`config.mk`:
```
export PLATFORM = sky130hd
export DESIGN_NAME = reg_file_mp_flat
export DESIGN_NICKNAME = d
export VERILOG_FILES = /design/src/rtl/reg_file_pkg.sv /design/src/rtl/reg_file_if.sv /design/src/rtl/reg_file_clr_seq.sv /design/src/rtl/reg_file_mp.sv /design/src/flat_wrapper.sv
export SDC_FILE = /design/constraint.sdc
export NUM_CORES = 1
export LEC_CHECK = 0
export BUFFER_PORTS_ARGS = -buffer_cell sky130_fd_sc_hd__buf_2
export CORE_MARGIN = 2
export CORE_UTILIZATION = 45
export CTS_CLUSTER_SIZE = 20
export DETAILED_ROUTE_END_ITERATION = 8
export GPL_ROUTABILITY_DRIVEN = 1
export HOLD_SLACK_MARGIN = 0.05
export PLACE_DENSITY = 0.68
export SYNTH_ARGS = -nofsm -noshare
export SYNTH_HDL_FRONTEND = slang
export SYNTH_SLANG_ARGS = --single-unit
```
`constraint.sdc`:
```
create_clock -name clk -period 2.95 [get_ports clk]
set_input_delay 0.1475 -clock clk [delete_from_list [all_inputs] [get_ports clk]]
set_output_delay 0.1475 -clock clk [all_outputs]
set_load 0.1 [all_outputs]
```
`src/rtl/reg_file_pkg.sv`:
```
// reg_file_pkg
// Shared definitions for the Femto two-read/one-write register file:
//   - rf_state_t : clear-sequencer states (RF_IDLE, RF_CLEAR)
//   - rf_depth() : number of entries for a given address width
//   - NUMRF_DEF / SIZE_DEF : default address and data widths
package reg_file_pkg;

    localparam int NUMRF_DEF = 2;
    localparam int SIZE_DEF  = 8;

    typedef enum logic {
        RF_IDLE  = 1'b0,
        RF_CLEAR = 1'b1
    } rf_state_t;

    function automatic int rf_depth(input int numrf);
        return 1 << numrf;
    endfunction

endpackage

```
`src/rtl/reg_file_if.sv`:
```
// reg_file_if
// Bus between the instruction decoder (master) and the register file (slave).
//   master drives : clr, wr, reg_in, data_in, rd_a, rd_b, reg_a, reg_b
//   slave drives  : data_a, data_b, busy, wr_drop, dbg_state, dbg_ptr
//
// Handshake: there is no backpressure. A write (wr=1) is taken on the rising
// edge only while the file is idle and clr=0; otherwise it is discarded and
// wr_drop pulses high for the following cycle. busy=1 marks the clear walk,
// during which both read ports return zero. dbg_state/dbg_ptr expose the
// clear sequencer for observation only.
interface reg_file_if
    import reg_file_pkg::*;
#(
    parameter int NUMRF = NUMRF_DEF,
    parameter int SIZE  = SIZE_DEF
) ();

    logic             clr;
    logic             wr;
    logic [NUMRF-1:0] reg_in;
    logic [SIZE-1:0]  data_in;
    logic             rd_a;
    logic             rd_b;
    logic [NUMRF-1:0] reg_a;
    logic [NUMRF-1:0] reg_b;
    logic [SIZE-1:0]  data_a;
    logic [SIZE-1:0]  data_b;
    logic             busy;
    logic             wr_drop;
    rf_state_t        dbg_state;
    logic [NUMRF-1:0] dbg_ptr;

    modport master (
        output clr, wr, reg_in, data_in, rd_a, rd_b, reg_a, reg_b,
        input  data_a, data_b, busy, wr_drop, dbg_state, dbg_ptr
    );

    modport slave (
        input  clr, wr, reg_in, data_in, rd_a, rd_b, reg_a, reg_b,
        output data_a, data_b, busy, wr_drop, dbg_state, dbg_ptr
    );

endinterface

```
`src/rtl/reg_file_clr_seq.sv`:
```
// reg_file_clr_seq
// Clear sequencer: walks ptr over every entry after reset release or a clr
// request, asking the storage array to zero entry[ptr] each cycle.
//   clk, rst_n : clock, synchronous active-low reset
//   clr        : restart the clear walk
//   state, ptr : sequencer state (also used for debug)
//   busy       : registered, high exactly while state is RF_CLEAR
//   clr_we     : zero-write strobe to the storage array
//   clr_addr   : entry being zeroed
module reg_file_clr_seq
    import reg_file_pkg::*;
#(
    parameter int NUMRF = NUMRF_DEF
) (
    input  logic             clk,
    input  logic             rst_n,
    input  logic             clr,
    output rf_state_t        state,
    output logic [NUMRF-1:0] ptr,
    output logic             busy,
    output logic             clr_we,
    output logic [NUMRF-1:0] clr_addr
);

    localparam int               DEPTH = rf_depth(NUMRF);
    localparam logic [NUMRF-1:0] LAST  = NUMRF'(DEPTH - 1);

    rf_state_t        state_n;
    logic [NUMRF-1:0] ptr_n;

    always_ff @(posedge clk) begin
        if (!rst_n) begin
            state <= RF_CLEAR;
            ptr   <= '0;
            busy  <= 1'b1;
        end else begin
            state <= state_n;
            ptr   <= ptr_n;
            // busy tracks the next state so it falls on the same edge that
            // leaves RF_CLEAR and rises on the edge that samples clr.
            busy  <= (state_n == RF_CLEAR);
        end
    end

    always_comb begin
        state_n = state;
        ptr_n   = ptr;
        case (state)
            RF_CLEAR: begin
                if (clr) begin
                    ptr_n = '0;
                end else if (ptr == LAST) begin
                    state_n = RF_IDLE;
                    ptr_n   = '0;
                end else begin
                    ptr_n = ptr + NUMRF'(1);
                end
            end
            RF_IDLE: begin
                if (clr) begin
                    state_n = RF_CLEAR;
                    ptr_n   = '0;
                end
            end
        endcase
    end

    // Storage must not change while reset is held.
    assign clr_we   = rst_n && (state == RF_CLEAR);
    assign clr_addr = ptr;

endmodule

```
`src/rtl/reg_file_mp.sv`:
```
// reg_file_mp
// Two-read/one-write flop register file with a hardware clear sequencer.
//   clk   : rising-edge clock
//   rst_n : synchronous active-low reset
//   bus   : reg_file_if.slave (write port, two read ports, busy, wr_drop,
//           sequencer debug)
// Build option: define REG_FILE_BYPASS_EN to forward data_in to a read port
// reading the address being written in the same cycle.
module reg_file_mp
    import reg_file_pkg::*;
#(
    parameter int NUMRF = NUMRF_DEF,
    parameter int SIZE  = SIZE_DEF
) (
    input  logic       clk,
    input  logic       rst_n,
    reg_file_if.slave  bus
);

    localparam int DEPTH = rf_depth(NUMRF);

    logic [SIZE-1:0]  mem [DEPTH];
    rf_state_t        state;
    logic [NUMRF-1:0] ptr;
    logic             busy;
    logic             clr_we;
    logic [NUMRF-1:0] clr_addr;
    logic             user_we;
    logic             wr_drop_q;
    logic [SIZE-1:0]  data_a;
    logic [SIZE-1:0]  data_b;

    reg_file_clr_seq #(.NUMRF(NUMRF)) u_clr_seq (
        .clk      (clk),
        .rst_n    (rst_n),
        .clr      (bus.clr),
        .state    (state),
        .ptr      (ptr),
        .busy     (busy),
        .clr_we   (clr_we),
        .clr_addr (clr_addr)
    );

    assign user_we = rst_n && (state == RF_IDLE) && bus.wr && !bus.clr;

    // Clear writes win over user writes; both never coexist in practice
    // since user_we requires RF_IDLE.
    always_ff @(posedge clk) begin
        if (clr_we) begin
            mem[clr_addr] <= '0;
        end else if (user_we) begin
            mem[bus.reg_in] <= bus.data_in;
        end
    end

    // A write lost to reset is not reported.
    always_ff @(posedge clk) begin
        if (!rst_n) begin
            wr_drop_q <= 1'b0;
        end else begin
            wr_drop_q <= bus.wr && ((state == RF_CLEAR) || bus.clr);
        end
    end

    // rd_X=0 returns the address itself (decoder debug path).
    always_comb begin
        data_a = '0;
        if (!busy) begin
            if (bus.rd_a) begin
                data_a = mem[bus.reg_a];
`ifdef REG_FILE_BYPASS_EN
                if (bus.wr && !bus.clr && (bus.reg_a == bus.reg_in)) begin
                    data_a = bus.data_in;
                end
`endif
            end else begin
                data_a = SIZE'(bus.reg_a);
            end
        end
    end

    always_comb begin
        data_b = '0;
        if (!busy) begin
            if (bus.rd_b) begin
                data_b = mem[bus.reg_b];
`ifdef REG_FILE_BYPASS_EN
                if (bus.wr && !bus.clr && (bus.reg_b == bus.reg_in)) begin
                    data_b = bus.data_in;
                end
`endif
            end else begin
                data_b = SIZE'(bus.reg_b);
            end
        end
    end

    assign bus.data_a    = data_a;
    assign bus.data_b    = data_b;
    assign bus.busy      = busy;
    assign bus.wr_drop   = wr_drop_q;
    assign bus.dbg_state = state;
    assign bus.dbg_ptr   = ptr;

endmodule

```
`src/flat_wrapper.sv`:
```
// flat-port wrapper written by rule: the top's interface ports become plain ports
module reg_file_mp_flat import reg_file_pkg::*;
#(
    parameter int NUMRF = NUMRF_DEF,
    parameter int SIZE  = SIZE_DEF
)
  (clk, rst_n, bus_clr, bus_wr, bus_reg_in, bus_data_in, bus_rd_a, bus_rd_b, bus_reg_a, bus_reg_b, bus_data_a, bus_data_b, bus_busy, bus_wr_drop, bus_dbg_state, bus_dbg_ptr);
  reg_file_if #(.NUMRF(NUMRF), .SIZE(SIZE)) bus_i ();
  input  logic clk;
  input  logic rst_n;
  input wire logic [$bits(bus_i.clr)-1:0] bus_clr;
  input wire logic [$bits(bus_i.wr)-1:0] bus_wr;
  input wire logic [$bits(bus_i.reg_in)-1:0] bus_reg_in;
  input wire logic [$bits(bus_i.data_in)-1:0] bus_data_in;
  input wire logic [$bits(bus_i.rd_a)-1:0] bus_rd_a;
  input wire logic [$bits(bus_i.rd_b)-1:0] bus_rd_b;
  input wire logic [$bits(bus_i.reg_a)-1:0] bus_reg_a;
  input wire logic [$bits(bus_i.reg_b)-1:0] bus_reg_b;
  output wire logic [$bits(bus_i.data_a)-1:0] bus_data_a;
  output wire logic [$bits(bus_i.data_b)-1:0] bus_data_b;
  output wire logic [$bits(bus_i.busy)-1:0] bus_busy;
  output wire logic [$bits(bus_i.wr_drop)-1:0] bus_wr_drop;
  output wire logic [$bits(bus_i.dbg_state)-1:0] bus_dbg_state;
  output wire logic [$bits(bus_i.dbg_ptr)-1:0] bus_dbg_ptr;
  assign bus_i.clr = bus_clr;
  assign bus_i.wr = bus_wr;
  assign bus_i.reg_in = bus_reg_in;
  assign bus_i.data_in = bus_data_in;
  assign bus_i.rd_a = bus_rd_a;
  assign bus_i.rd_b = bus_rd_b;
  assign bus_i.reg_a = bus_reg_a;
  assign bus_i.reg_b = bus_reg_b;
  assign bus_data_a = bus_i.data_a;
  assign bus_data_b = bus_i.data_b;
  assign bus_busy = bus_i.busy;
  assign bus_wr_drop = bus_i.wr_drop;
  assign bus_dbg_state = bus_i.dbg_state;
  assign bus_dbg_ptr = bus_i.dbg_ptr;
  reg_file_mp #(.NUMRF(NUMRF), .SIZE(SIZE)) u_core (.clk(clk), .rst_n(rst_n), .bus(bus_i));
endmodule
```
==> flow_summary.json <==
{
  "pwr-share-comb_pct": 7.8,
  "hpwlAfterDp_mm": 2.61,
  "gp_congestion": 0.810,
  "dp_slack_ns": 0.693,
  "p_leak_nw": 0.843,
  "grt_max_degree": 18,
  "vias": 1105,
  "gr-total-overflow": 0,
  "clkSinkCount": 36,
  "worst_pin_slew_ns": 0.837,
  "final_core_util_pct": 56.1,
  "p_sw_mw": 0.229,
  "synth_top_area_cell": "edfxtp_1",
  "initial_core_util_pct": 46.3,
  "multi_input_area_um2": 728,
  "synthSimpleGateAreaFrac_pct": 12.0,
  "synth-seq-area-share_pct": 57.0,
  "ir_drop_v": 0.000345,
  "drt-initial-drc-count": 66,
  "via_per_inst": 5.26,
  "period_share_pct": 76.6,
  "synthXorXnorAreaFrac_pct": 0.480,
  "rows": 23,
  "arrival_ns": 2.18,
  "syn-cell-area_um2": 1830,
  "cts_resized": 0,
  "end_kind": "flop",
  "r2r_slack_ns": 0.69,
  "required_ns": 2.87,
  "power_density_nw_per_um2": 569,
  "clkLatencyLatePin_ns": 0.28,
  "rsz0062_at_grt": "no",
  "maxCapViolCount": 0,
  "async_flop_share_pct": 0,
  "grt_pass1_wl_mm": 5.58,
  "grt_usage_pct": 17.9,
  "antennaDiodeCount": 0,
  "wl_per_cell_um": 17.3,
  "synth_area_per_cell_um2": 15.5,
  "chipHeight_um": 67.7,
  "post_cts_buffers": 0,
  "final_cell_area_um2": 2210,
  "dp_cells": 202,
  "drive_gt1_share_pct": 45.6,
  "cts-buffers-inserted": 5,
  "cts.clk_slew.worst_paths_ns": 0.07,
  "slowest_stage": "nor2_1",
  "synthAdderAreaFrac_pct": 0.685,
  "die_w_um": 67.7,
  "wl_mm": 3.64,
  "synthesis.nets": 139,
  "path_max_fanout": 17,
  "ys_seq_elements": 36,
  "fin_skew_ns": 0.00378,
  "max-slew-margin-rel_pct": 44.0,
  "yosysMostFrequentCell": "edfxtp_1",
  "syn_inst": 118,
  "min_period_ns": 2.26,
  "setup_violations": 0,
  "grt_pass1_vias": 1104,
  "fin_nets": 180,
  "synth_cell_types": 27,
  "coreArea_um2": 3940,
  "yosysTopAreaCellShare_pct": 52.6,
  "drc": 0,
  "outcome": "finished, final reports clean",
  "met3_length_um": 164,
  "seq_power_share_pct": 45.5,
  "synth_compound_area_share_pct": 4.93,
  "clock-root-buffer": "clkbuf_8",
  "synth_top_family_by_area": "multiplexers",
  "internal-power_mw": 1.03,
  "fmax_mhz": 443,
  "ios": 41,
  "holdCritPathClass": "input pin to flop",
  "power.share.clock_pct": 46.7,
  "synth_edf_count": 32,
  "ant_nets": 0,
  "setup_tns_ns": 0,
  "firstDrtPassIters": 4,
  "critPathLaunchType": "flop",
  "dr_wl_met2_mm": 1.97,
  "seqCellArea_um2": 1040,
  "cts_htree_levels": 2,
  "cts.path.max_buffers": 2,
  "portBuffers": 40,
  "synth_ff_type": "edfxtp_1",
  "cts_tree": "yes",
  "timing.final.ws_setup_ns": 0.691,
  "cp_top_family": "simple AND/OR/NAND/NOR gates",
  "finalHoldViolCount": 0,
  "drv_slew": 0,
  "cp_cell_sequence": "nor4bb_1, buf_4, mux2_4, nor2_1",
  "worstSetupPathType": "flop to flop",
  "antenna_found_initial": 0,
  "synth_warnings": 0,
  "syn2layout_area_growth_pct": 21.2,
  "cts-hold-fix-buffers": 0,
  "synthTopCellsByArea": "edfxtp_1, mux4_2, mux2i_1",
  "p_sw_share_pct": 18.2,
  "placed_cell_area_um2": 2050,
  "netlist_top_cells_count": "edfxtp_1, nor2b_1, mux4_2",
  "fill_cells": 325,
  "cp_slowest_stage_delay_ns": 0.54,
  "drt-met1-wl_mm": 1.40,
  "crit_buf_inv": 1,
  "synth.area.mux_share_pct": 21.2,
  "die-area_um2": 4580,
  "highest_layer": "met4",
  "fin_cells": 210
}
[through the flow]
stage	hold WS [ns]	total power, mW
floorplan	0.281	0.656
global placement	0.411	0.679
detailed placement	0.415	0.683
CTS	0.109	1.27
global route	0.114	1.30
finish	0.119	1.26
[power groups by stage]
stage          Combinational, mW  Sequential [mW]  Clock [mW]
6_report                  0.0981            0.573       0.589
5_1_grt                    0.105            0.575       0.621
4_1_cts                   0.0992            0.573       0.598
3_5_place_dp              0.0988            0.584           0
3_3_place_gp              0.0962            0.583           0
2_1_floorplan             0.0603            0.596           0
[placed cells by master (no fill, tap or decap), drive strengths merged]
cell type  count
and2           9
o21ai          2
or2b           1
mux2           2
o211a          1
buf           41
a21o           1
a211o          3
dfxtp          4
inv            4
bufinv         3
a21oi          1
ha             1
o31ai          3
a311oi         1
mux4          12
nand2b         2
nor2b         13
xnor2          1
nor4b          1
nor2           6
clkbuf         5
edfxtp        32
nor4bb         2
mux2i          9
[sequential cells by signal, summed over array words and instances, names as in the netlist]
signal	count
u_core.mem	32
u_core.u_clr_seq.busy	1
u_core.u_clr_seq.clr_addr	2
u_core.bus.wr_drop	1
[worst reg2reg max path, cell delays in order (launching register included)]
cell,delay (ns)
dfxtp_1,0.49
nor4bb_1,0.34
buf_4,0.21
mux2_4,0.31
nor2_1,0.54
[final timing paths]
path / cells past startpoint / start / end
setup / recovery: 4 / u_core.u_clr_seq.busy$_SDFF_PN1_ / u_core.mem[1][4]$_DFFE_PP_
hold reg to reg: 2 / u_core.u_clr_seq.clr_addr[1]$_SDFFE_PN0N_ / u_core.u_clr_seq.clr_addr[1]$_SDFFE_PN0N_
setup reg to reg: 4 / u_core.u_clr_seq.busy$_SDFF_PN1_ / u_core.mem[1][4]$_DFFE_PP_
hold / removal: 2 / bus_wr / u_core.bus.wr_drop$_SDFF_PN0_
[area by class of cell]
class / count / share of cell area [%]
timing repair buffer: 41 / 9.38
sequential: 36 / 47.0
clock buffer: 5 / 3.11
tap: 50 / 2.83
inverter: 4 / 0.678
multi-input combinational: 71 / 32.9
clock inverter: 3 / 4.07
[logic make-up after synthesis]
family	count (synthesis)
AO/OA/AOI/OAI	12
XOR/XNOR	1
adder cells (fa/ha/maj)	1
buffers and inverters	11
flip-flops	36
multiplexers	23
AND/OR/NAND/NOR	34
[routing by layer]
metal,global-route usage [%],up-vias
li1,-,534
met1,19.5,531
met2,31.9,33
met3,5.00,7
met4,8.42,0
met5,0,-
No activity file was read; power rests on OpenSTA's default activity.
